## config.mk

```make
export PLATFORM = sky130hd
export DESIGN_NAME = bidirectional_shift_register
export DESIGN_NICKNAME = d
export VERILOG_FILES = /design/src/rtl/bidirectional_shift_register.sv
export SDC_FILE = /design/constraint.sdc
export NUM_CORES = 1
export LEC_CHECK = 0
export ABC_CLOCK_PERIOD_IN_PS = 800
export CAP_MARGIN = 20
export CORE_AREA = 2 2 39 41
export DETAILED_ROUTE_END_ITERATION = 7
export DIE_AREA = 0 0 41 43
export GPL_ROUTABILITY_DRIVEN = 0
export RECOVER_POWER = 25
export SLEW_MARGIN = 20
export SYNTH_ARGS = -nofsm -noshare
export SYNTH_HDL_FRONTEND = slang
export SYNTH_SLANG_ARGS = --single-unit
```

## constraint.sdc

```tcl
create_clock -name clock -period 0.8 [get_ports clock]
set_input_delay 0.2 -clock clock [delete_from_list [all_inputs] [get_ports clock]]
set_output_delay 0.2 -clock clock [all_outputs]
set_load 0.02 [all_outputs]
```

## src/rtl/bidirectional_shift_register.sv

```systemverilog
`default_nettype none
// ============================================================================
// Module      : bidirectional_shift_register
// Description : Serial-in, parallel-out shift register whose direction is
//               chosen every cycle. mode=1 shifts toward the MSB with din
//               entering bit 0; mode=0 shifts toward the LSB with din entering
//               bit N-1. The register drives dout directly.
// Revision    : 1.0 - initial release
// ============================================================================
module bidirectional_shift_register #(
    parameter int N = 8
) (
    input  logic         din,
    input  logic         mode,
    input  logic         clock,
    input  logic         rst,
    output logic [N-1:0] dout
);

    localparam logic c_SHIFT_LEFT = 1'b1;

    logic [N-1:0] r_shift;
    logic [N-1:0] w_shift_left;
    logic [N-1:0] w_shift_right;

    // Candidate next values for each direction; bits shifted out are dropped.
    assign w_shift_left  = {r_shift[N-2:0], din};
    assign w_shift_right = {din, r_shift[N-1:1]};

    // Register update: reset wins, otherwise shift every edge in the selected direction.
    always_ff @(posedge clock) begin
        if (rst) begin
            r_shift <= '0;
        end else if (mode == c_SHIFT_LEFT) begin
            r_shift <= w_shift_left;
        end else begin
            r_shift <= w_shift_right;
        end
    end

    assign dout = r_shift;

endmodule
`default_nettype wire

```

==> flow_metrics.tcl, run 1 <==
set metrics [dict create \
    clock_tree.buffer_depth 2 \
    period_needed_ps 909 \
    maximum_achievable_frequency_ghz 1.10 \
    critPathRequiredTime_ps 600 \
    post_synth_inst_count 26 \
    min_delay_path_depth 2 \
    grt-busiest-layer "met1" \
    path_max_fanout 2 \
    detailed_place.area_um2 473 \
    grt-ovfl-total 0 \
    post-synth-top-area-fraction_pct 56.1 \
    worst_r2r_end "dout[4]$_SDFF_PP0_" \
    yosysSeqAreaShare_pct 56.1 \
    grt_first_pass_wirelength_um 883 \
    seq_power_share_pct 50.7 \
    largest_vdd_supply_drop_uv 636 \
    drv.max_cap_violation_count 0 \
    p_comb_share_pct 11.2 \
    fill_cells 141 \
    multiInputGateArea_um2 110 \
    clockPowerShare_pct 38.1 \
    gr-usage-all-layers_pct 8.46 \
    final_critical_path_setup_slack_ps -109 \
    timing_worst_slew_pin_value_ps 290 \
    maximum_number_of_pins_on_one_net_before_global_route_repair 9 \
    timing.reg2reg.setup_slack_ps 50 \
    stdcell_area_um2 517 \
    final_max_slew_viol_count 0 \
    sequential_area_um2 170 \
    path_buf_inv 1 \
    hold_crit_class "in2reg" \
    chipHeight_um 43 \
    crit_path_start_kind "flip-flop" \
    worst_setup_path_endpoint "dout[7]" \
    ys.warnings.count 0 \
    clock_sinks 8 \
    wl_per_cell_um 9.24 \
    postCtsSetupBuffers 0 \
    cts.hold.buffers_added 0 \
    worstReg2RegStart "dout[5]$_SDFF_PP0_" \
    drt_wl_total_um 573 \
    largest_register_ffs 8 \
    cts_max_level 1 \
    tritoncts "yes" \
    max_stage_delay_ps 340 \
    detailroute.via_count 227 \
    nets 52 \
    path_clk_slew_ps 60 \
    die_area_um2 1760 \
    antenna_left 0 \
    initialDrtViolationCount 4 \
    power.switching_mw 0.183 \
    synth.avg_cell_area_um2 11.0 \
    grt_use_met2_pct 7.19 \
    status "finished with violations" \
    power.density_cell_area_nw_per_um2 1580 \
    grt_antenna_before_repair 0 \
    netlist_area_um2 285 \
    power_report.internal_total_mw 0.633 \
    boundaryPins 12 \
    worstPathCellList "buf_6" \
    final.setup_skew_ps 6.52 \
    clock-root-buffer "sky130_fd_sc_hd__clkbuf_4" \
    relSlewSlack_pct 80.7 \
    crit_slowest_cell "sky130_fd_sc_hd__dfxtp_2" \
    vias_per_cell 3.66 \
    syn_nets 30 \
    unrepaired_setup_endpoints_after_global_routing "true" \
    critical_path_class "reg2out" \
    crit_path_end_kind "output port" \
    share_of_the_clock_period_used_by_the_worst_path_after_layout_pct 114 \
    place_ws_ps -398 \
    yosys.cell_types.count 5 \
    post-route-drc-count 0 \
    timing.reg2reg.worst_path_depth 3 \
    switching_share_pct 22.4 \
    first_global_vias 213 \
    grt.met1_usage_pct 11.7 \
    global_route_met3_utilization_pct 5.24 \
    cts_made_buffers 3 \
    drt_first_pass_iters 2 \
    critical_path.startpoint "dout[7]$_SDFF_PP0_" \
    failed_checks "negative setup slack" \
    floorplan.die.width_um 41 \
    core_area_um2 1380 \
    cp_data_arrival_time_ps 710 \
    setup_violations 8 \
    n_antenna_cell 0 \
    drive_above_1_share_pct 58.7 \
    initial_utilization_pct 20.6 \
    top_area_cells_in_the_synthesized_netlist "sky130_fd_sc_hd__dfxtp_1 56%, sky130_fd_sc_hd__mux2i_1 28%, sky130_fd_sc_hd__nor2_1 11%, sky130_fd_sc_hd__buf_6 3.9%, sky130_fd_sc_hd__buf_1 1.3%" \
    total_leakage_power_nw 0.260 \
    core.rowCount 14 \
    synthToLayoutAreaGrowth_pct 81.1 \
    io_buffer_count 11 \
    clock_latency_of_the_later_clocked_register_in_the_worst_skew_pair_ps 250 \
    synth_top_cell_by_area "sky130_fd_sc_hd__dfxtp_1" \
    ys_seq_elements 8 \
    critical_path_depth 1 \
    timing_hold_violations_final 0 \
    cp_top_family "flip-flops" \
]
==> worst min-delay path by stage <==
stage / startpoint / endpoint / slack [ps]
after floorplan: din / dout[7]$_SDFF_PP0_ / 340
after global placement: dout[7]$_SDFF_PP0_ / dout[6]$_SDFF_PP0_ / 490
after detailed placement: dout[7]$_SDFF_PP0_ / dout[6]$_SDFF_PP0_ / 500
after CTS: mode / dout[6]$_SDFF_PP0_ / 500
after global routing: rst / dout[1]$_SDFF_PP0_ / 310
final: rst / dout[7]$_SDFF_PP0_ / 310
==> placed cells by master (no fill, tap or decap) <==
master and instances:
sky130_fd_sc_hd__dlygate4sd2_1 1, sky130_fd_sc_hd__nor2_1 8, sky130_fd_sc_hd__clkdlybuf4s50_1 1, sky130_fd_sc_hd__dlymetal6s2s_1 1, sky130_fd_sc_hd__dfxtp_2 8, sky130_fd_sc_hd__buf_6 8
sky130_fd_sc_hd__clkbuf_4 3, sky130_fd_sc_hd__mux2i_1 8, sky130_fd_sc_hd__buf_4 7, sky130_fd_sc_hd__buf_12 1
==> synth_stat cells <==
library cell / instances
sky130_fd_sc_hd__buf_6: 1
sky130_fd_sc_hd__nor2_1: 8
sky130_fd_sc_hd__buf_1: 1
sky130_fd_sc_hd__mux2i_1: 8
sky130_fd_sc_hd__dfxtp_1: 8
==> power by group through the flow <==
stage | clock network, mW | logic, mW | registers [mW]
4_1_cts | 0.328 | 0.0920 | 0.414
6_report | 0.311 | 0.0913 | 0.414
5_1_grt | 0.358 | 0.0967 | 0.414
3_5_place_dp | 0 | 0.0914 | 0.419
2_1_floorplan | 0 | 0.0339 | 0.429
3_3_place_gp | 0 | 0.0924 | 0.419
==> routing by layer <==
metal,routed length (µm),vias up
met5,0,-
met4,0,0
met3,60,0
met2,216,8
met1,295,95
li1,-,124
==> through the flow <==
| step | total power, mW | TNS, ps | utilization [%] | instances | hold slack (ps) |
|---|---|---|---|---|---|
| 4_1_cts | 0.833 | -859 | 37.2 | 62 | 502 |
| 2_1_floorplan | 0.463 | 0 | - | 26 | 344 |
| 3_5_place_dp | 0.511 | -5640 | 34.2 | 59 | 495 |
| 6_report | 0.816 | -758 | 37.3 | 62 | 308 |
| 3_3_place_gp | 0.512 | -5800 | 34.2 | 59 | 488 |
| 5_1_grt | 0.869 | -1050 | 37.3 | 62 | 313 |
==> timing repair <==
item | in CTS | in global routing
endpoints found under the setup margin | 16 | 12
resized for setup | 57 | 1
gates cloned | 0 | 0
==> area by class of cell <==
| class | count | area share, % |
|---|---|---|
| Clock buffer | 3 | 4.36 |
| Sequential cell | 8 | 32.9 |
| Tap cell | 16 | 3.87 |
| Multi-Input combinational cell | 16 | 21.3 |
| Timing Repair Buffer | 19 | 37.5 |
==> cells by family (layout without fill, tap and decap cells) <==
logic type,Yosys count,after routing,synth area share (%)
flops,8,8,56.1
buf+inv,2,22,5.26
simple gates,8,8,10.5
mux,8,8,28.1
(Power assumes the default switching activity.)
==> run 2: changes to the inputs <==
--- a/config.mk
+++ b/config.mk
@@ -11,6 +11,8 @@
 export DETAILED_ROUTE_END_ITERATION = 7
 export DIE_AREA = 0 0 41 43
 export GPL_ROUTABILITY_DRIVEN = 0
+export HOLD_SLACK_MARGIN = 0.08
+export MAX_ROUTING_LAYER = met4
 export RECOVER_POWER = 25
 export SLEW_MARGIN = 20
 export SYNTH_ARGS = -nofsm -noshare
==> run 2 against run 1 <==
  * The flow still finishes with violations (negative setup slack)
  * Hold slack about the same
  * Clock power hardly changed
  * Via count stayed put
  * Worst setup slack hardly changed
  * Fmax hardly changed
  * Routed wire length fell by 0.52%
  * Non-clock buffer count is the same
  * First-iteration DRC count did not move
  * Critical endpoint unchanged
==> flow_metrics.tcl, run 2 (same netlist as run 1, synthesis figures left out) <==
set metrics [dict create \
    timing_worst_slew_pin_value_ps 289 \
    die_area_um2 1760 \
    core.rowCount 14 \
    unrepaired_setup_endpoints_after_global_routing "true" \
    post-route-util_pct 37.3 \
    timing_hold_violations_final 0 \
    chipHeight_um 43 \
    failed_checks "negative setup slack" \
    worstReg2RegStart "dout[5]$_SDFF_PP0_" \
    critical_path_class "reg2out" \
    drive_above_1_share_pct 58.7 \
    timing.reg2reg.setup_slack_ps 50 \
    core_area_um2 1380 \
    maximum_number_of_pins_on_one_net_before_global_route_repair 9 \
    drv.max_cap_violation_count 0 \
    grt.met1_usage_pct 11.7 \
    io_buffer_count 11 \
    clock_latency_of_the_later_clocked_register_in_the_worst_skew_pair_ps 250 \
    p_comb_share_pct 11.2 \
    drt_wl_total_um 570 \
    stdcell_area_um2 517 \
    gr-usage-all-layers_pct 8.67 \
    largest_vdd_supply_drop_uv 636 \
    crit_path_start_kind "flip-flop" \
    total_leakage_power_nw 0.260 \
    clock-root-buffer "sky130_fd_sc_hd__clkbuf_4" \
    n_antenna_cell 0 \
    timing.reg2reg.worst_path_depth 3 \
    postCtsSetupBuffers 0 \
    crit_slowest_cell "sky130_fd_sc_hd__dfxtp_2" \
    clock_sinks 8 \
    grt_antenna_before_repair 0 \
    nets 52 \
    cts_made_buffers 3 \
    grt-ovfl-total 0 \
    crit_path_end_kind "output port" \
    hold_path_startpoint "rst" \
    final.setup_skew_ps 6.56 \
    power.density_cell_area_nw_per_um2 1580 \
    floorplan.die.width_um 41 \
    grt_use_met2_pct 7.19 \
    vias_per_cell 3.66 \
    share_of_the_clock_period_used_by_the_worst_path_after_layout_pct 114 \
    path_max_fanout 2 \
    detailroute.via_count 227 \
    post-route-drc-count 0 \
    initial_utilization_pct 20.6 \
    most-common-layout-cells "8 x sky130_fd_sc_hd__mux2i_1, 8 x sky130_fd_sc_hd__nor2_1, 8 x sky130_fd_sc_hd__dfxtp_2, 8 x sky130_fd_sc_hd__buf_6, 7 x sky130_fd_sc_hd__buf_4" \
    path_clk_slew_ps 60 \
    final_critical_path_setup_slack_ps -109 \
    status "finished with violations" \
    seq_power_share_pct 50.7 \
    cp_data_arrival_time_ps 710 \
    clock_tree.buffer_depth 2 \
    maximum_achievable_frequency_ghz 1.10 \
    critPathRequiredTime_ps 600 \
    power.switching_mw 0.183 \
    grt-busiest-layer "met1" \
    clockPowerShare_pct 38.1 \
    drt_first_pass_iters 2 \
    grt_first_pass_wirelength_um 883 \
    power_report.internal_total_mw 0.633 \
    initialDrtViolationCount 4 \
    max_stage_delay_ps 340 \
    min_delay_path_depth 2 \
    cts.hold.buffers_added 0 \
    worst_r2r_end "dout[4]$_SDFF_PP0_" \
    wl_per_cell_um 9.19 \
    relSlewSlack_pct 80.7 \
    hold_slack_ps 308 \
    worstPathCellList "buf_6" \
    min_to "dout[7]$_SDFF_PP0_" \
    setup_violations 8 \
    detailed_place.area_um2 473 \
    hold_crit_class "in2reg" \
    switching_share_pct 22.4 \
    global_route_met3_utilization_pct 5.24 \
    antenna_left 0 \
    cp_top_family "flip-flops" \
    final_max_slew_viol_count 0 \
    first_global_vias 215 \
    synthToLayoutAreaGrowth_pct 81.1 \
    path_buf_inv 1 \
    tritoncts "yes" \
    cts_max_level 1 \
    period_needed_ps 909 \
    largest_register_ffs 8 \
    boundaryPins 12 \
]
==> run 2: final cells by class <==
class,instances,area (µm²)
fillers,141,867
flip-flops and latches,8,170
well taps,16,20.0
clock buffers,3,22.5
multi-input cells,16,110
repair buffers,19,194
==> run 2: timing repair <==
item                       in CTS  in global routing
setup endpoints to repair      16                 12
cloned                          0                  0
resized for setup              57                  1
==> run 2: metal layers <==
| metal | share of wire, % | wire, µm |
|---|---|---|
| met1 | 53 | 304 |
| met2 | 38 | 215 |
| met3 | 8.8 | 50 |
| met4 | 0 | 0 |
| met5 | 0 | 0 |
==> run 2: worst max path at each step <==
stage,depth (start not counted),slack (ps),endpoint,from
after floorplan,2,130,dout[2]$_SDFF_PP0_,dout[1]$_SDFF_PP0_
after global placement,4,-430,dout[3]$_SDFF_PP0_,mode
after detailed placement,4,-400,dout[4]$_SDFF_PP0_,mode
after CTS,1,-120,dout[7],dout[7]$_SDFF_PP0_
after global routing,1,-140,dout[5],dout[5]$_SDFF_PP0_
final,1,-110,dout[7],dout[7]$_SDFF_PP0_
==> run 2: power groups by stage <==
| stage | clock, mW | sequential [mW] | combinational, mW |
|---|---|---|---|
| after floorplan | 0 | 0.429 | 0.0339 |
| after global placement | 0 | 0.419 | 0.0924 |
| after detailed placement | 0 | 0.419 | 0.0914 |
| after CTS | 0.328 | 0.414 | 0.0920 |
| after global routing | 0.358 | 0.414 | 0.0967 |
| final | 0.311 | 0.414 | 0.0912 |
==> run 2: stage by stage <==
stage / std cells / setup slack (ps) / TNS [ps] / total power, mW
after floorplan: 26 / 127 / 0 / 0.463
after global placement: 59 / -428 / -5800 / 0.512
after detailed placement: 59 / -398 / -5640 / 0.511
after CTS: 62 / -116 / -859 / 0.833
after global routing: 62 / -137 / -1050 / 0.869
final: 62 / -109 / -757 / 0.816
